[config.mk]
export PLATFORM = sky130hd
export DESIGN_NAME = cw_capture_ctrl
export DESIGN_NICKNAME = d
export VERILOG_FILES = /design/src/rtl/cw_capture_ctrl.sv
export SDC_FILE = /design/constraint.sdc
export NUM_CORES = 1
export LEC_CHECK = 0
export BUFFER_PORTS_ARGS = -buffer_cell sky130_fd_sc_hd__buf_2
export CORE_UTILIZATION = 45
export DETAILED_ROUTE_END_ITERATION = 10
export PLACE_DENSITY = 0.68
export SETUP_SLACK_MARGIN = 0.2
export SLEW_MARGIN = 20
export SYNTH_ARGS = -nofsm -noshare
export SYNTH_HDL_FRONTEND = slang
export SYNTH_SLANG_ARGS = --single-unit
[constraint.sdc]
create_clock -name trig_clk -period 7.55 [get_ports trig_clk]
set_input_delay 1.51 -clock trig_clk [delete_from_list [all_inputs] [get_ports trig_clk]]
set_output_delay 1.51 -clock trig_clk [all_outputs]
set_load 0.05 [all_outputs]
[src/rtl/cw_capture_ctrl.sv]
// Capture sequencer for the signal-watcher trace buffer: pre-trigger fill, masked compare trigger,
// post-trigger count. Define CW_EDGE_TRIG_EN to trigger on a rising edge of the compare instead of its level.
module cw_capture_ctrl #(
    parameter int DIN_WIDTH  = 7,
    parameter int ADDR_WIDTH = 16,
    parameter int DEPTH      = 1024
) (
    input  logic                  trig_clk,
    input  logic                  rst,
    input  logic                  start,
    input  logic                  abort,
    input  logic [DIN_WIDTH-1:0]  trig_mask,
    input  logic [DIN_WIDTH-1:0]  trig_val,
    input  logic [ADDR_WIDTH-1:0] pre_len,
    input  logic [ADDR_WIDTH-1:0] post_len,
    input  logic [DIN_WIDTH-1:0]  bus_din,
    output logic                  wt_ce,
    output logic                  wt_en,
    output logic [ADDR_WIDTH-1:0] wt_addr,
    output logic [DIN_WIDTH-1:0]  wt_data,
    output logic                  busy,
    output logic                  triggered,
    output logic                  done,
    output logic [ADDR_WIDTH-1:0] trig_addr,
    output logic [2:0]            dbg_state
);

    typedef enum logic [2:0] {
        S_IDLE  = 3'd0,
        S_PRE   = 3'd1,
        S_ARMED = 3'd2,
        S_POST  = 3'd3,
        S_DONE  = 3'd4
    } state_t;

    localparam logic [ADDR_WIDTH-1:0] ADDR_MASK = ADDR_WIDTH'(DEPTH - 1);

    state_t                state_q, state_d;
    logic [ADDR_WIDTH-1:0] cnt_q, cnt_d;
    logic [ADDR_WIDTH-1:0] pre_q, pre_d;
    logic [ADDR_WIDTH-1:0] post_q, post_d;
    logic                  wr_q, wr_d;
    logic [ADDR_WIDTH-1:0] addr_q, addr_d;
    logic [DIN_WIDTH-1:0]  data_q, data_d;
    logic                  busy_q, busy_d;
    logic                  trig_q, trig_d;
    logic                  done_q, done_d;
    logic [ADDR_WIDTH-1:0] taddr_q, taddr_d;

    logic [ADDR_WIDTH-1:0] pre_clamp;
    logic [ADDR_WIDTH-1:0] post_clamp;
    logic [ADDR_WIDTH-1:0] next_addr;
    logic                  match;
    logic                  fire;
    logic                  capturing;

    assign pre_clamp  = (pre_len  > ADDR_MASK) ? ADDR_MASK : pre_len;
    assign post_clamp = (post_len > ADDR_MASK) ? ADDR_MASK : post_len;
    assign next_addr  = (addr_q + 1'b1) & ADDR_MASK;
    assign capturing  = (state_q == S_PRE) || (state_q == S_ARMED) || (state_q == S_POST);

    // The compare looks at the sample currently presented to the RAM, so trig_addr is simply addr_q.
    assign match = (((data_q ^ trig_val) & trig_mask) == '0);

`ifdef CW_EDGE_TRIG_EN
    logic prev_q, prev_d;
    assign fire = match && !prev_q;
`else
    assign fire = match;
`endif

    always_comb begin
        state_d = state_q;
        cnt_d   = cnt_q;
        pre_d   = pre_q;
        post_d  = post_q;
        wr_d    = 1'b0;
        addr_d  = addr_q;
        busy_d  = busy_q;
        trig_d  = trig_q;
        done_d  = done_q;
        taddr_d = taddr_q;
`ifdef CW_EDGE_TRIG_EN
        prev_d  = prev_q;
`endif

        case (state_q)
            S_IDLE, S_DONE: begin
                if (start && !abort) begin
                    pre_d   = pre_clamp;
                    post_d  = post_clamp;
                    state_d = (pre_clamp != '0) ? S_PRE : S_ARMED;
                    cnt_d   = '0;
                    wr_d    = 1'b1;
                    addr_d  = '0;
                    busy_d  = 1'b1;
                    done_d  = 1'b0;
                    trig_d  = 1'b0;
                    taddr_d = '0;
`ifdef CW_EDGE_TRIG_EN
                    prev_d  = 1'b0;
`endif
                end
            end
            S_PRE: begin
                wr_d   = 1'b1;
                addr_d = next_addr;
                cnt_d  = cnt_q + 1'b1;
                if (cnt_q == pre_q - 1'b1) begin
                    state_d = S_ARMED;
                    cnt_d   = '0;
`ifdef CW_EDGE_TRIG_EN
                    prev_d  = 1'b0;
`endif
                end
            end
            S_ARMED: begin
                wr_d   = 1'b1;
                addr_d = next_addr;
`ifdef CW_EDGE_TRIG_EN
                prev_d = match;
`endif
                if (fire) begin
                    trig_d  = 1'b1;
                    taddr_d = addr_q;
                    cnt_d   = '0;
                    if (post_q == '0) begin
                        state_d = S_DONE;
                        wr_d    = 1'b0;
                        addr_d  = addr_q;
                        busy_d  = 1'b0;
                        done_d  = 1'b1;
                    end else begin
                        state_d = S_POST;
                    end
                end
            end
            S_POST: begin
                wr_d   = 1'b1;
                addr_d = next_addr;
                cnt_d  = cnt_q + 1'b1;
                if (cnt_q == post_q - 1'b1) begin
                    state_d = S_DONE;
                    wr_d    = 1'b0;
                    addr_d  = addr_q;
                    busy_d  = 1'b0;
                    done_d  = 1'b1;
                end
            end
            default: begin
                state_d = S_IDLE;
            end
        endcase

        // Abort overrides everything decided above, including a trigger in the same cycle.
        if (capturing && abort) begin
            state_d = S_IDLE;
            wr_d    = 1'b0;
            addr_d  = addr_q;
            busy_d  = 1'b0;
            done_d  = 1'b0;
            trig_d  = trig_q;
            taddr_d = taddr_q;
        end

        data_d = wr_d ? bus_din : data_q;
    end

    always_ff @(posedge trig_clk) begin
        if (rst) begin
            state_q <= S_IDLE;
            cnt_q   <= '0;
            pre_q   <= '0;
            post_q  <= '0;
            wr_q    <= 1'b0;
            addr_q  <= '0;
            data_q  <= '0;
            busy_q  <= 1'b0;
            trig_q  <= 1'b0;
            done_q  <= 1'b0;
            taddr_q <= '0;
`ifdef CW_EDGE_TRIG_EN
            prev_q  <= 1'b0;
`endif
        end else begin
            state_q <= state_d;
            cnt_q   <= cnt_d;
            pre_q   <= pre_d;
            post_q  <= post_d;
            wr_q    <= wr_d;
            addr_q  <= addr_d;
            data_q  <= data_d;
            busy_q  <= busy_d;
            trig_q  <= trig_d;
            done_q  <= done_d;
            taddr_q <= taddr_d;
`ifdef CW_EDGE_TRIG_EN
            prev_q  <= prev_d;
`endif
        end
    end

    assign wt_ce     = wr_q;
    assign wt_en     = wr_q;
    assign wt_addr   = addr_q;
    assign wt_data   = data_q;
    assign busy      = busy_q;
    assign triggered = trig_q;
    assign done      = done_q;
    assign trig_addr = taddr_q;
    assign dbg_state = state_q;

endmodule

Yosys cells after proc, flatten, opt, wreduce, memory -nomap -nowiden
Cells that the tools add are included.
{"block": "op_classes", "addsub": 4, "order_cmp": 2, "n_eq_ne": 13, "muxes": 37, "bitwise": 3, "reduce_logical": 20}
{"operator": "$mux 16", "n": 9}
{"operator": "$pmux 16 s4", "n": 2}
{"operator": "$eq 16x16->1", "n": 2}
{"operator": "$gt 16x10->1 const B", "n": 2}
{"operator": "$pmux 16 s2", "n": 1}
{"operator": "$sub 16x1->16 const B", "n": 2}
{"operator": "$add 16x1->16 const B", "n": 1}
{"operator": "$logic_not 16->1", "n": 1}
{"operator": "$reduce_bool 16->1", "n": 1}
{"operator": "$mux 3", "n": 5}
{"operator": "$mux 1", "n": 14}
{"operator": "$pmux 3 s4", "n": 1}
{"operator": "$add 10x1->10 const B", "n": 1}
{"operator": "$reduce_and 5->1", "n": 2}
{"operator": "$reduce_and 4->1", "n": 2}
{"operator": "$and 7x7->7", "n": 1}
{"operator": "$logic_not 7->1", "n": 1}
{"operator": "$xor 7x7->7", "n": 1}
{"operator": "$eq 3x2->1 const B", "n": 2}
{"operator": "$ne 2x1->1 const B", "n": 3}
{"operator": "$ne 2x2->1 const B", "n": 3}
{"operator": "$pmux 1 s3", "n": 2}
{"operator": "$pmux 1 s4", "n": 1}
{"operator": "$reduce_bool 4->1", "n": 1}
{"operator": "15 further kinds", "n": 18}
{"block": "word_totals", "register_bits": 94, "in_bits": 57, "output_inout_bits": 47}

Depth between registers and ports, before layout
{"block": "logic_depth", "word_depth": 6, "mapped_depth": 11, "depth_no_buf": 10}

Least setup slack after synthesis
OpenSTA, ideal clock, no wires.
{"block": "synth_timing", "kind": "in2reg", "start": "input port trig_val[0]", "end": "register cnt_q[7]", "t_arrival_ns": 3.257, "path_slack_ns": 4.223, "stages": 8, "path_buffers": 1, "cell_sequence": "xor2_1 > a222oi_1 > a311o_1 > o21a_1 > clkbuf_1 > nand3_1 > or3_1 > a21oi_1"}
{"block": "synth_between", "elab_chain_len": 5}
{"item": "from (decl)", "line_no": "13", "source": "input logic [DIN_WIDTH-1:0] trig_val,"}
{"item": "$xor 7x7->7", "line_no": "63", "source": "assign match = (((data_q ^ trig_val) & trig_mask) == '0);"}
{"item": "$and 7x7->7", "line_no": "63"}
{"item": "$logic_not 7->1", "line_no": "63"}
{"item": "$ne 2x2->1 (no line)"}
{"item": "$reduce_and 3->1 (no line)"}
{"item": "to (signal assigned)", "line_no": "187", "source": "cnt_q <= cnt_d;"}
{"item": "to (decl)", "line_no": "39", "source": "logic [ADDR_WIDTH-1:0] cnt_q, cnt_d;"}
No other way between the ends.
A chain may end at the register's enable or synchronous reset.

Final worst setup path
{"block": "layout_timing", "start": "input port abort", "end": "register addr_q[8], in the netlist wt_addr[8]"}
{"block": "layout_between", "elab_chain_len": 4}
{"item": "from (decl)", "line_no": "11", "source": "input logic abort,"}
{"item": "$logic_not 1->1", "line_no": "89", "source": "if (start && !abort) begin"}
{"item": "$logic_and 1x1->1", "line_no": "89"}
{"item": "$ne 2x2->1 (no line)"}
{"item": "$reduce_and 5->1 (no line) (*)"}
{"item": "to (signal assigned)", "line_no": "191", "source": "addr_q <= addr_d;"}
{"item": "to (decl)", "line_no": "43", "source": "logic [ADDR_WIDTH-1:0] addr_q, addr_d;"}
Every way passes the cells marked *; elsewhere a longest branch is shown, timed or not.

==> metrics.md <==
| Metric | Value |
|---|---|
| Top post-synthesis cells by area | `dfxtp_1 (35%), xor2_1 (6.4%), xnor2_1 (5.5%)` |
| Final hold violations | `0` |
| All-Layer GR Usage | `0.2097` |
| Drt drc | `0` |
| Ys Warns | `0` |
| Post-Syn Area | `roughly 4700 um2` |
| CTS tree | `built` |
| Max-slew violations | `0` |
| CTS H-tree depth | `3` |
| Fin crit period | `~3400 ps` |
| Reg power frac | `0.352` |
| Leading area contributor after synthesis | `dfxtp_1` |
| Synth Flop Type | `dfxtp_1` |
| FMAX | `289.9 MHz` |
| Worst-Skew Late Latency | `around 360 ps` |
| Critical path type | `primary input to flop` |
| Internal Power | `slightly above 900 uW` |
| Max-slew headroom | `0.4557` |
| Commonest non-fill, non-tap cell in the layout | `buf_2` |
| Clk pwr share | `0.247` |
| Number of DRC markers in iteration 0 | `approximately 210` |
| Clock buffer count from CTS | `9` |
| VDD IR max | `roughly 0.00016 V` |
| Maximum buffer depth of the clock tree | `2` |
| First-pass GRT wire length | `18400 um` |
| Die height | `between 100 and 150 um` |
| Final Power | `1.570 mW` |
| Mean Syn Cell Area | `approximately 8.2 um2` |
| DR WL/cell | `approximately 14 um` |
| Die Area | `~11000 um2` |
| Switching share of power | `0.4094` |
| Vias post-DR | `4063` |
| Reg clk slew, reported paths | `around 90 ps` |
| Largest net degree at the start of global routing | `45` |
| Crit path required time | `around 7800 ps` |
| RSZ-0062 raised after global routing | `no` |
| Nets@finish | `695` |
| Port Buffer Count | `91` |
| Post-Syn Instances | `around 570` |
| CP startpoint kind | `primary input` |
| Final wirelength | `~11000 um` |
| Vias in the first global route | `3753` |
| Routability cong. | `about 0.85` |
| Comb pwr share | `0.401` |
| #FFs+latches synth | `~80` |
| Final Cycle Share | `0.4568` |
| Setup TNS | `0 ps` |
| Total congestion overflow | `0` |
| Switching power | `around 640 uW` |
| Clock root cell | `clkbuf_8` |
| Total core area | `roughly 9900 um2` |
| Leakage | `approximately 2.2 nW` |
| PwrDens | `slightly below 300 nW/um2` |
| PostCTS Resize Cnt | `0` |
| Worst-margin pin slew | `approximately 820 ps` |
| ANT nets after route | `0` |
| Starting Density | `0.4698` |
| CTS Sinks | `82` |
| Distinct cells, synth | `62` |
| Antenna violations before repair | `0` |
| Most frequent cells in the layout | `buf_2 (91), dfxtp_1 (82), nor2_1 (65)` |
| Final setup viols | `0` |
| Post-synth EDFFs | `0` |
| First drt pass iteration count | `5` |
| Area growth, synth to finish | `14.03%` |
| Status | `finished, final reports clean` |
| Async S/R FF share, synth | `0` |
| Max Cap Viol | `0` |
| Share of layout cells above drive strength 1 | `0.2006` |
| Post-synthesis sequential area ratio | `0.3526` |
| Row cnt | `36` |
| Die width | `103.7 um` |
| Min-delay worst type | `flop to flop` |
| Clock skew | `about 11 ps` |
| Crit Path Max Fanout | `21` |
| Antenna Cells | `0` |
| Via/cell ratio | `5.270` |
| Cts hold-fix bufs | `0` |
| CP Data Arrival Time | `~3700 ps` |
| Top-area cell type share of the netlist area | `0.3526` |
| CP endpoint kind | `flop` |
| I/O pins | `104` |
| Post-detail-place hpwl | `8174 um` |
| Post-CTS setup buffers | `0` |
-- cells by family after synthesis --
kind of cell	count (synthesis)	share of synthesized area
adder cells (fa/ha/maj)	5	0.01344
other	1	0.0008055
flip-flops	82	0.3526
XOR/XNOR	63	0.1185
AND/OR/NAND/NOR	262	0.2910
AO/OA/AOI/OAI	80	0.1191
buffers and inverters	57	0.06745
multiplexers	17	0.03709
-- worst max-delay path, cell delays in order --
cell	delay, ps
buf_2	110
nand2b_1	220
nor3_4	640
nor2_1	110
o211a_1	250
inv_1	100
a31oi_4	70
or4_1	550
a21oi_1	170
-- registers in the layout, summed over array words and instances, names as in the netlist, 3 cells and up --
register	cells
wt_data	7
dbg_state	3
pre_q	16
post_q	16
wt_addr	10
cnt_q	16
trig_addr	10
-- per-layer routing --
| layer | GRT usage | wire length (um) | vias up |
|---|---|---|---|
| li1 | - | - | 2091 |
| met5 | 0 | 0 | - |
| met1 | 0.2849 | 5201 | 1843 |
| met4 | 0.09898 | 248 | 0 |
| met3 | 0.03210 | 537 | 17 |
| met2 | 0.3255 | 4847 | 112 |
-- cell usage after synthesis (3+ instances only) --
cell type and n:
nand2_1 40, or3_1 7, and4_1 3, a21oi_1 26, and2_1 13, o31ai_1 3
dfxtp_1 82, nor3_1 50, buf_6 4, nand3b_1 3, inv_1 9, buf_4 16
clkbuf_1 22, nand4_1 8, o21ai_0 17, nor4_1 13, buf_2 5, xor2_1 34
and3_1 4, or4_1 3, a211oi_1 7, xnor2_1 29, mux2i_1 15, or3_2 5
nor2_1 65, nand2b_1 6, nand3_1 26, ha_1 5
-- cell type report --
cell class / instances / area, um2
clock inverters: 7 / 123.9
inverters: 9 / 33.78
clock buffers: 9 / 123.9
repair buffers: 92 / 462.9
well taps: 133 / 166.4
multi-input cells: 439 / 2756
fillers: 959 / 4601
flip-flops and latches: 82 / 1642
-- path summary, 6_finish.rpt --
path,from,endpoint,slack [ps],depth (start not counted)
hold / removal,trig_addr[5]$_SDFFE_PP0P_,trig_addr[5]$_SDFFE_PP0P_,450,2
setup reg to reg,post_q[0]$_SDFFE_PP0P_,wt_data[6]$_SDFFE_PP0P_,4130,10
hold reg to reg,trig_addr[5]$_SDFFE_PP0P_,trig_addr[5]$_SDFFE_PP0P_,450,2
setup / recovery,abort,wt_addr[8]$_SDFFE_PP0P_,4100,9
-- stage by stage --
stage	hold slack (ps)	std cells	setup WS, ps	utilization	cell area [um2]
floorplan	451.7	578	4223	-	4697
global placement	435.5	755	3533	0.5097	5051
detailed placement	441.3	755	3437	0.5097	5051
CTS	453.9	771	3803	0.5347	5299
global route	471.9	771	3846	0.5357	5309
finish	450.6	771	4101	0.5357	5309
-- power groups by stage --
| stage | clock network [mW] | registers [mW] | logic, mW |
|---|---|---|---|
| global route | 0.418 | 0.562 | 0.689 |
| detailed placement | 0 | 0.561 | 0.622 |
| finish | 0.388 | 0.553 | 0.629 |
| floorplan | 0 | 0.603 | 0.477 |
| global placement | 0 | 0.558 | 0.612 |
| CTS | 0.397 | 0.551 | 0.626 |
No activity file was read; power rests on OpenSTA's default activity.
